`src/rtl/tilt_binner.sv`:
```
// =============================================================================
// Module   : tilt_binner
// Brief    : Quantises a signed sample into bins with hysteresis and debounce.
// Revision : 1.0
// =============================================================================
`default_nettype none

module tilt_binner #(
    parameter int IN_W       = 10,
    parameter int NBINS      = 10,
    parameter int FIRST_EDGE = -80,
    parameter int BIN_W      = 20,
    parameter int HYST       = 4,
    parameter int STABLE_CNT = 3,
    parameter int RESET_BIN  = 4
) (
    input  logic                     clk,
    input  logic                     rst_n,
    input  logic                     clear,
    input  logic                     in_valid,
    input  logic signed [IN_W-1:0]   in_data,
    output logic [$clog2(NBINS)-1:0] bin_idx,
    output logic [NBINS-1:0]         bin_onehot,
    output logic                     changed
);

    localparam int c_BW = $clog2(NBINS);
    localparam int c_CW = $clog2(STABLE_CNT + 1);
    localparam logic [NBINS-1:0] c_ONE = {{(NBINS-1){1'b0}}, 1'b1};
    localparam logic [c_BW-1:0]  c_RST_BIN = c_BW'(RESET_BIN);
    localparam logic [c_CW-1:0]  c_STABLE  = c_CW'(STABLE_CNT);

    if (IN_W < 2 || IN_W > 32) begin : g_bad_in_w
        $error("tilt_binner: IN_W must be in 2..32");
    end
    if (NBINS < 2 || NBINS > 32) begin : g_bad_nbins
        $error("tilt_binner: NBINS must be in 2..32");
    end
    if (BIN_W <= 0) begin : g_bad_bin_w
        $error("tilt_binner: BIN_W must be > 0");
    end
    if (HYST < 0 || HYST >= BIN_W) begin : g_bad_hyst
        $error("tilt_binner: HYST must satisfy 0 <= HYST < BIN_W");
    end
    if (STABLE_CNT < 1) begin : g_bad_stable
        $error("tilt_binner: STABLE_CNT must be >= 1");
    end
    if (RESET_BIN < 0 || RESET_BIN >= NBINS) begin : g_bad_reset_bin
        $error("tilt_binner: RESET_BIN must be < NBINS");
    end

    function automatic logic signed [31:0] edge_at(input int k);
        return 32'(FIRST_EDGE + k * BIN_W);
    endfunction

    logic signed [31:0] w_x;
    logic [c_BW-1:0]    w_raw;
    logic [c_BW-1:0]    w_cand;
    logic               w_lo_ok;
    logic               w_hi_ok;
    logic [c_CW-1:0]    w_next_cnt;

    logic [c_BW-1:0]    r_bin;
    logic [c_BW-1:0]    r_pend;
    logic [c_CW-1:0]    r_cnt;
    logic [NBINS-1:0]   r_onehot;
    logic               r_changed;

    assign w_x = 32'(in_data);

    always_comb begin
        w_raw   = c_BW'(NBINS - 1);
        w_lo_ok = 1'b1;
        w_hi_ok = 1'b1;
        // Descending scan leaves the smallest qualifying edge index in w_raw
        for (int k = NBINS - 2; k >= 0; k--) begin
            if (w_x <= edge_at(k)) begin
                w_raw = c_BW'(k);
            end
        end
        for (int k = 0; k < NBINS; k++) begin
            if (r_bin == c_BW'(k)) begin
                if (k > 0) begin
                    w_lo_ok = (w_x > (edge_at(k - 1) - HYST));
                end
                if (k < NBINS - 1) begin
                    w_hi_ok = (w_x <= (edge_at(k) + HYST));
                end
            end
        end
        w_cand = (w_lo_ok && w_hi_ok) ? r_bin : w_raw;
    end

    always_comb begin
        if (w_cand != r_pend) begin
            w_next_cnt = c_CW'(1);
        end else if (r_cnt >= c_STABLE) begin
            w_next_cnt = c_STABLE;
        end else begin
            w_next_cnt = r_cnt + 1'b1;
        end
    end

    always_ff @(posedge clk or negedge rst_n) begin
        if (!rst_n) begin
            r_bin     <= c_RST_BIN;
            r_pend    <= c_RST_BIN;
            r_cnt     <= '0;
            r_onehot  <= c_ONE << RESET_BIN;
            r_changed <= 1'b0;
        end else begin
            r_changed <= 1'b0;
            if (clear) begin
                r_bin    <= c_RST_BIN;
                r_pend   <= c_RST_BIN;
                r_cnt    <= '0;
                r_onehot <= c_ONE << RESET_BIN;
            end else if (in_valid) begin
                if (w_cand == r_bin) begin
                    r_cnt <= '0;
                end else begin
                    r_pend <= w_cand;
                    if (w_next_cnt == c_STABLE) begin
                        r_bin     <= w_cand;
                        r_onehot  <= c_ONE << w_cand;
                        r_cnt     <= '0;
                        r_changed <= 1'b1;
                    end else begin
                        r_cnt <= w_next_cnt;
                    end
                end
            end
        end
    end

    assign bin_idx    = r_bin;
    assign bin_onehot = r_onehot;
    assign changed    = r_changed;

endmodule

`default_nettype wire

```
`config.mk`:
```
export PLATFORM = sky130hd
export DESIGN_NAME = tilt_binner
export DESIGN_NICKNAME = d
export VERILOG_FILES = /design/src/rtl/tilt_binner.sv
export SDC_FILE = /design/constraint.sdc
export NUM_CORES = 1
export LEC_CHECK = 0
export BUFFER_PORTS_ARGS = -buffer_cell sky130_fd_sc_hd__buf_2
export CORE_MARGIN = 2
export CORE_UTILIZATION = 56
export CTS_CLUSTER_DIAMETER = 40
export DETAILED_ROUTE_END_ITERATION = 16
export PLACE_DENSITY = 0.82
export SLEW_MARGIN = 15
export SYNTH_ARGS = -nofsm -noshare
export SYNTH_HDL_FRONTEND = slang
export SYNTH_SLANG_ARGS = --single-unit
```
`constraint.sdc`:
```
create_clock -name clk -period 3.4 [get_ports clk]
set_clock_uncertainty 0.2 [all_clocks]
set_input_delay 0 -clock clk [delete_from_list [all_inputs] [get_ports clk]]
set_output_delay 0 -clock clk [all_outputs]
set_load 0.05 [all_outputs]
```
# Word-level counts from Yosys, hierarchy flattened
# Cells that the tools add are included.
[totals]
reg_bits = 21
word_cells = 103
[classes]
eq_ne = 13
n_reduce_logical = 6
n_mux = 49
magnitude_cmp = 28
shift = 1
add_sub_neg = 1
[ops]
columns = ["cell", "n"]
rows = [
  ["$le 10x7->1 const B", 7],
  ["$mux 4", 16],
  ["$le 10x8->1 const B", 5],
  ["$gt 10x7->1 const B", 4],
  ["$mux 10", 4],
  ["$le 10x6->1 const B", 3],
  ["$mux 1", 23],
  ["$gt 10x6->1 const B", 2],
  ["$gt 10x8->1 const B", 2],
  ["$eq 4x3->1 const B", 4],
  ["$mux 2", 6],
  ["$gt 10x3->1 const B", 1],
  ["$le 10x1->1 const B", 1],
  ["$le 10x4->1 const B", 1],
  ["$le 10x5->1 const B", 1],
  ["$shl 1x4->10 const A", 1],
  ["$eq 4x2->1 const B", 2],
  ["$eq 4x4->1 const B", 2],
  ["$eq 4x1->1 const B", 1],
  ["$eq 4x4->1", 1],
  ["$logic_not 4->1", 1],
  ["$ne 4x4->1", 1],
  ["$reduce_bool 2->1", 2],
  ["$reduce_and 3->1", 1],
  ["6 further kinds", 6],
]

# Depth between registers and ports, before layout
[depth]
word_depth = 19
mapped_depth = 11

# Worst setup path before layout
# OpenSTA, ideal clock, no wires.
[synth_timing]
kind = "register to register"
startpoint = "register r_bin[0] (netlist: bin_idx[0])"
endpoint = "register r_onehot[8] (netlist: bin_onehot[8])"
arrival_time_ns = 2.614
stages_incl_launch_ff = 11
period_less_slack_ns = 2.936
n_path_buf = 2
slack_ns = 0.464
setup_time_ns = 0.122
path_cell_list = "dfrtp_1 clkbuf_1 nor2_1 mux2i_1 o32ai_1 o221a_2 a21oi_2 a21oi_1 buf_4 and3_2 a32o_1"
[synth_via]
elab_chain_len = 17
word_cells_on_any_way = 42
classes_between = "13 x eq/ne; 1 x shift; 24 x mux; 4 x reduce/logical"
[synth_lines]
columns = ["item", "line", "rtl"]
rows = [
  ["from (decl)", "63", "logic [c_BW-1:0] r_bin;"],
  ["from (signal assigned)", "106", "r_bin <= c_RST_BIN;"],
  ["from (signal assigned)", "114", "r_bin <= c_RST_BIN;"],
  ["from (signal assigned)", "124", "r_bin <= w_cand;"],
  ["$eq 4x1->1 / $logic_not 4->1 (equally long branches)", "82", "if (r_bin == c_BW'(k)) begin"],
  ["$mux 1 (9 in series)", "82", ""],
  ["$logic_and 1x1->1", "91", "w_cand = (w_lo_ok && w_hi_ok) ? r_bin : w_raw;"],
  ["$mux 4", "91", ""],
  ["$ne 4x4->1 / $shl 1x4->10 (equally long branches)", "95, 125", ""],
  ["$mux 2 / $mux 10 (equally long branches)", "95, 123", ""],
  ["$eq 2x2->1 / $mux 10 (equally long branches)", "123, 119", ""],
  ["$reduce_bool 2->1 (no source line) / $mux 10 (equally long branches)", "--", ""],
  ["$reduce_and 3->1 (no source line) / $mux 10 (equally long branches)", "--", ""],
  ["to (signal assigned)", "109", "r_onehot <= c_ONE << RESET_BIN;"],
  ["to (signal assigned)", "117", "r_onehot <= c_ONE << RESET_BIN;"],
  ["to (signal assigned)", "125", "r_onehot <= c_ONE << w_cand;"],
  ["to (decl)", "66", "logic [NBINS-1:0] r_onehot;"],
]
# Parallel ways exist; a longest one is shown, timed or not. The select of a mux whose other input is x is not followed.
# A chain may end at the register's enable or synchronous reset.

# Worst setup path after layout
[layout_timing]
startpoint = "register r_bin[0] (netlist: bin_idx[0])"
endpoint = "register r_cnt[0]"
[layout_via]
elab_chain_len = 19
word_cells_on_any_way = 38
classes_between = "12 x eq/ne; 24 x mux; 2 x reduce/logical"
[layout_lines]
columns = ["item", "line", "rtl"]
rows = [
  ["$eq 4x1->1 / $logic_not 4->1 (equally long branches)", "82", ""],
  ["$mux 1 (9 in series)", "82", ""],
  ["$logic_and 1x1->1", "91", ""],
  ["$mux 4", "91", ""],
  ["$ne 4x4->1", "95", "if (w_cand != r_pend) begin"],
  ["$mux 2", "95", ""],
  ["$eq 2x2->1", "123", "if (w_next_cnt == c_STABLE) begin"],
  ["$mux 2", "123", ""],
  ["$mux 2 (*)", "119", "if (w_cand == r_bin) begin"],
  ["$mux 2 (*)", "118", "end else if (in_valid) begin"],
  ["$mux 2 (*)", "113", "if (clear) begin"],
  ["to (signal assigned)", "129", "r_cnt <= w_next_cnt;"],
  ["to (decl)", "65", "logic [c_CW-1:0] r_cnt;"],
]
# Mark *: on every way between the ends. The rest lies on a longest branch, timed or not. The select of a mux whose other input is x is not followed.

==> run summary <==
The flow ran to the end, and the final reports show no timing, DRC or antenna violations. CTS saw 21 sinks. The first detailed-routing pass ran for 4 iterations.

The number of input and output port buffers inserted came out at 28. The most used flip-flop cell after synthesis is sky130_fd_sc_hd__dfrtp_1. Across the run, the number of max-cap violations was 0. The transition time at the pin with the least slew margin was 0.818 ns.

The number of global-route vias before repair is 1545. Sorting the synthesized cells by area gives the leading types as sky130_fd_sc_hd__dfrtp_1 (26%), sky130_fd_sc_hd__dfstp_2 (4.5%), sky130_fd_sc_hd__nand2_1 (4.1%), sky130_fd_sc_hd__a21oi_1 (3.4%), sky130_fd_sc_hd__a32o_1 (3.4%). Global routing finished with a remaining overflow of 0. The horizontal extent of the die was 59.8 um. The worst path in the final design needs a cycle of 3.12 ns, including I/O delays and setup. STA puts the critical path data required time at 3.40 ns. The detail route stage leaves a number of antenna-violating nets equal to 0. The post-CTS clock slew at the launch and capture registers of the worst setup and hold paths works out to 0.12 ns. Setup slack on the worst reg-to-reg path comes out at 0.28 ns. At the end of the flow, the number of nets in the layout was 246. Based on the critical path, the design can be clocked at up to 320 MHz.

The floorplan has 20 rows. The average instance in the mapped netlist occupies 8.34 sq um. Clock tree synthesis inserted a total of 3 buffers. The combinational share of power is 24.8%. For the gate count after technology mapping, the log shows 209. Pin placement for this block handled 29 I/O pins. The die covers 3570 sq um. The largest individual stage delay along the critical path comes from the cell sky130_fd_sc_hd__dlygate4sd3_1.

The internal power of the cells totals 340 uW. The analysis attributes to net switching a power of 160 uW. For the number of library cell types mapped by synthesis, the log shows 62.

In the global route stage, overall resource usage came out at 27.2%. The number of storage elements in the synthesis netlist works out to 21. Proportion of synthesized flip-flops having asynchronous set or reset: 100%. The tightest min-delay check is of the in2async type. Setup repair after global routing left no endpoint under its margin. Data on the critical path arrives at its endpoint at 3.13 ns.

The number of enable-type register cells in the synthesized netlist was 0; the maximum fanout count along the critical path was 12. TritonCTS built the clock tree. The tools report the hold violation total from the final report as 0. Layout cell share with drive strength beyond 1: 21.6%. The total power divided by cell area is 260 nW/um^2, and the fraction of the cycle the final worst path needs is 91.9%. The post-synthesis cell area came out at 1740 sq um.

Walking the worst path, the cells encountered are nor2_1 -> mux2i_1 -> o32ai_1 -> o221a_2 -> a21oi_2 -> nand2_1 -> o211ai_1 -> a21oi_1 -> dlygate4sd3_1. The run gives 0 as the DRC violation count after routing. Headroom to the max-slew limit: 45.3%.

The repair_antennas step left the layout with diodes totalling 0. The logs give 223 for the post-synthesis net count and 21 for the pin count of the biggest net entering global routing. STA classifies the critical path endpoint as a register. The number of buffers and inverters on the critical path came out at 1. In this run the worst setup path begins at bin_idx[0]$_DFFE_PN0P_. Overall power consumption after layout is estimated at 500 uW. Detailed placement finished with a half-perimeter wire length of 3270 um. The sequential cell fraction of total power was 51.4%; the fill cell instance count of the final layout was 254. The logs give 2 for the maximum clock insertion buffer count and 1 for the depth of the CTS H-tree.

The average wire length per cell after detail routing was 17.1 um. The count of warnings emitted by yosys is 0, and the total leakage power is 0.000831 uW. The worst setup path category is reg2reg.

Of the total power, the share spent switching nets is 32.0%. The worst ir drop on vdd came out at 0.265 mV. Of all cell types, the one taking the most synthesized area is sky130_fd_sc_hd__dfrtp_1. The worst register-to-register path begins at bin_idx[0]$_DFFE_PN0P_. The cell sitting at the root of the clock tree is a sky130_fd_sc_hd__clkbuf_4.

The run gives 0 as the max-slew violation count. In this run the vertical extent of the chip is 59.8 um. The clock reaches the later pin of the worst-skew pair after 0.31 ns.

The sequential area share after synthesis was 30.4%. The floorplan step defined a core boundary enclosing 3000 sq um. Detailed routing inserted a total of 1738 vias. The setup TNS after final layout was 0 ns. The effective utilization at floorplan was 58.0%. Yosys instantiated no cell more often than sky130_fd_sc_hd__nand2_1. Broken down by cell family, the worst path's largest delay share belongs to compound AO/OA/AOI/OAI gates.

The startpoint kind of the worst setup timing path was a register. The portion of total power attributed to the clock network was 23.9%; the area growth from synthesis to layout was 10.3%. The tools report the initial antenna violation count as 0. Setup violations remaining at the end of the flow were counted as 0.

The final weighted congestion in routability-driven placement is 0.922. Summed over its instances, the top area cell type makes up 25.8% of the synthesized netlist area. Highest cell delay on the worst timing path: 0.56 ns. For the global-route wire length before repair, the log shows 7330 um. Number of violations reported at the end of detailed-routing iteration 0: 195. Counting instances in the post-synthesis netlist gives the leading cell types as sky130_fd_sc_hd__nand2_1 (19), sky130_fd_sc_hd__dfrtp_1 (18), sky130_fd_sc_hd__nor2_1 (15), sky130_fd_sc_hd__a21oi_1 (12), sky130_fd_sc_hd__nand3_1 (12).

Dividing the detail-routed via count by the number of cells gives 6.58. The routed wire length was 4500 um.
-- cell type report --
type                    instances  area (sq um)  share of cell area, %
clock buffers                   3          22.5                   1.17
inverters                      11          41.3                   2.15
multi-input cells             160          1080                   56.1
well taps                      33          41.3                   2.15
clock inverters                 1          5.00                  0.260
flip-flops and latches         21           529                   27.5
repair buffers                 35           205                   10.7
-- cell usage in the layout, fill, tap and decap left out, drive strengths merged, types with 2 or more instances in the layout --
master and instances:
buf 30, nand2 19, dfrtp 18, nor2 15, a21oi 14, nand3 12
o21ai 12, inv 10, nor3 8, o31ai 7, a32o 6, nand4 5
dlygate4sd3 5, o211ai 5, nor4 5, a31oi 4, a22o 4, mux2i 3
xnor2 3, dfstp 3, clkbuf 3, nand2b 2, a211oi 2, o31a 2
a41o 2, o21a 2, a21o 2, and2 2, clkinv 2, or4 2
-- worst register-to-register path, stage by stage, from the launching register on --
cell and delay [ns]:
sky130_fd_sc_hd__dfrtp_1 0.53, sky130_fd_sc_hd__nor2_1 0.43, sky130_fd_sc_hd__mux2i_1 0.31, sky130_fd_sc_hd__o32ai_1 0.13, sky130_fd_sc_hd__o221a_2 0.25, sky130_fd_sc_hd__a21oi_2 0.21, sky130_fd_sc_hd__nand2_1 0.19, sky130_fd_sc_hd__o211ai_1 0.13
sky130_fd_sc_hd__a21oi_1 0.08, sky130_fd_sc_hd__dlygate4sd3_1 0.56
-- routing by layer --
metal / wire length (um) / global-route usage, %
met4: 116 / 9.21
met5: 0 / 0
met2: 2200 / 42.2
met1: 1960 / 39.0
met3: 234 / 3.46
-- state kept, by name (all words and copies together) (netlist names) --
name / cells
r_pend: 4
r_cnt: 2
bin_onehot: 10
bin_idx: 4
changed: 1
-- kinds of logic (layout without fill, tap and decap cells) --
kind of cell,after synthesis,count (layout),synth area share (%)
AOI/OAI and AO/OA,78,78,35.5
xor gates and xnor gates,4,4,2.01
and+or+nand+nor,75,75,22.7
DFF,21,21,30.4
buffers and inverters,28,50,7.75
muxes,3,3,1.72
-- per-stage QoR --
step | hold WS, ns | setup WS [ns] | cell area, sq um | util, % | instances
2_1_floorplan | -0.496 | 0.464 | 1740 | - | 209
3_3_place_gp | -0.224 | 0.560 | 1850 | 61.5 | 255
3_5_place_dp | -0.220 | 0.538 | 1850 | 61.5 | 255
4_1_cts | 0.0145 | 0.415 | 1920 | 64.0 | 264
5_1_grt | 0.0483 | 0.154 | 1920 | 64.0 | 264
6_report | 0.0354 | 0.276 | 1920 | 64.0 | 264
-- power by group through the flow --
stage / combinational [uW] / clock, uW / sequential (uW)
after floorplan: 86.6 / 0 / 261
after global placement: 115 / 0 / 262
after detailed placement: 116 / 0 / 262
after CTS: 122 / 123 / 257
after global routing: 137 / 130 / 257
final: 124 / 120 / 257
-- path summary, 6_finish.rpt --
check,end,cells after the start
min in group clk,r_pend[1]$_DFFE_PN0P_,4
max in group asynchronous,bin_onehot[7]$_DFFE_PN0P_,3
worst min register to register,bin_onehot[1]$_DFFE_PN0P_,1
worst max register to register,r_cnt[0]$_DFFE_PN0P_,9
worst max-delay path,r_cnt[0]$_DFFE_PN0P_,9
worst min-delay path,r_pend[2]$_DFFE_PN1P_,2
-- what timing repair did --
action / in CTS / in global routing
endpoints found under the hold margin: 33 / 0
setup buffers: 0 / 0
hold buffers: 5 / 0
gates resized for setup: 0 / 0
No activity file was read; power rests on OpenSTA's default activity.
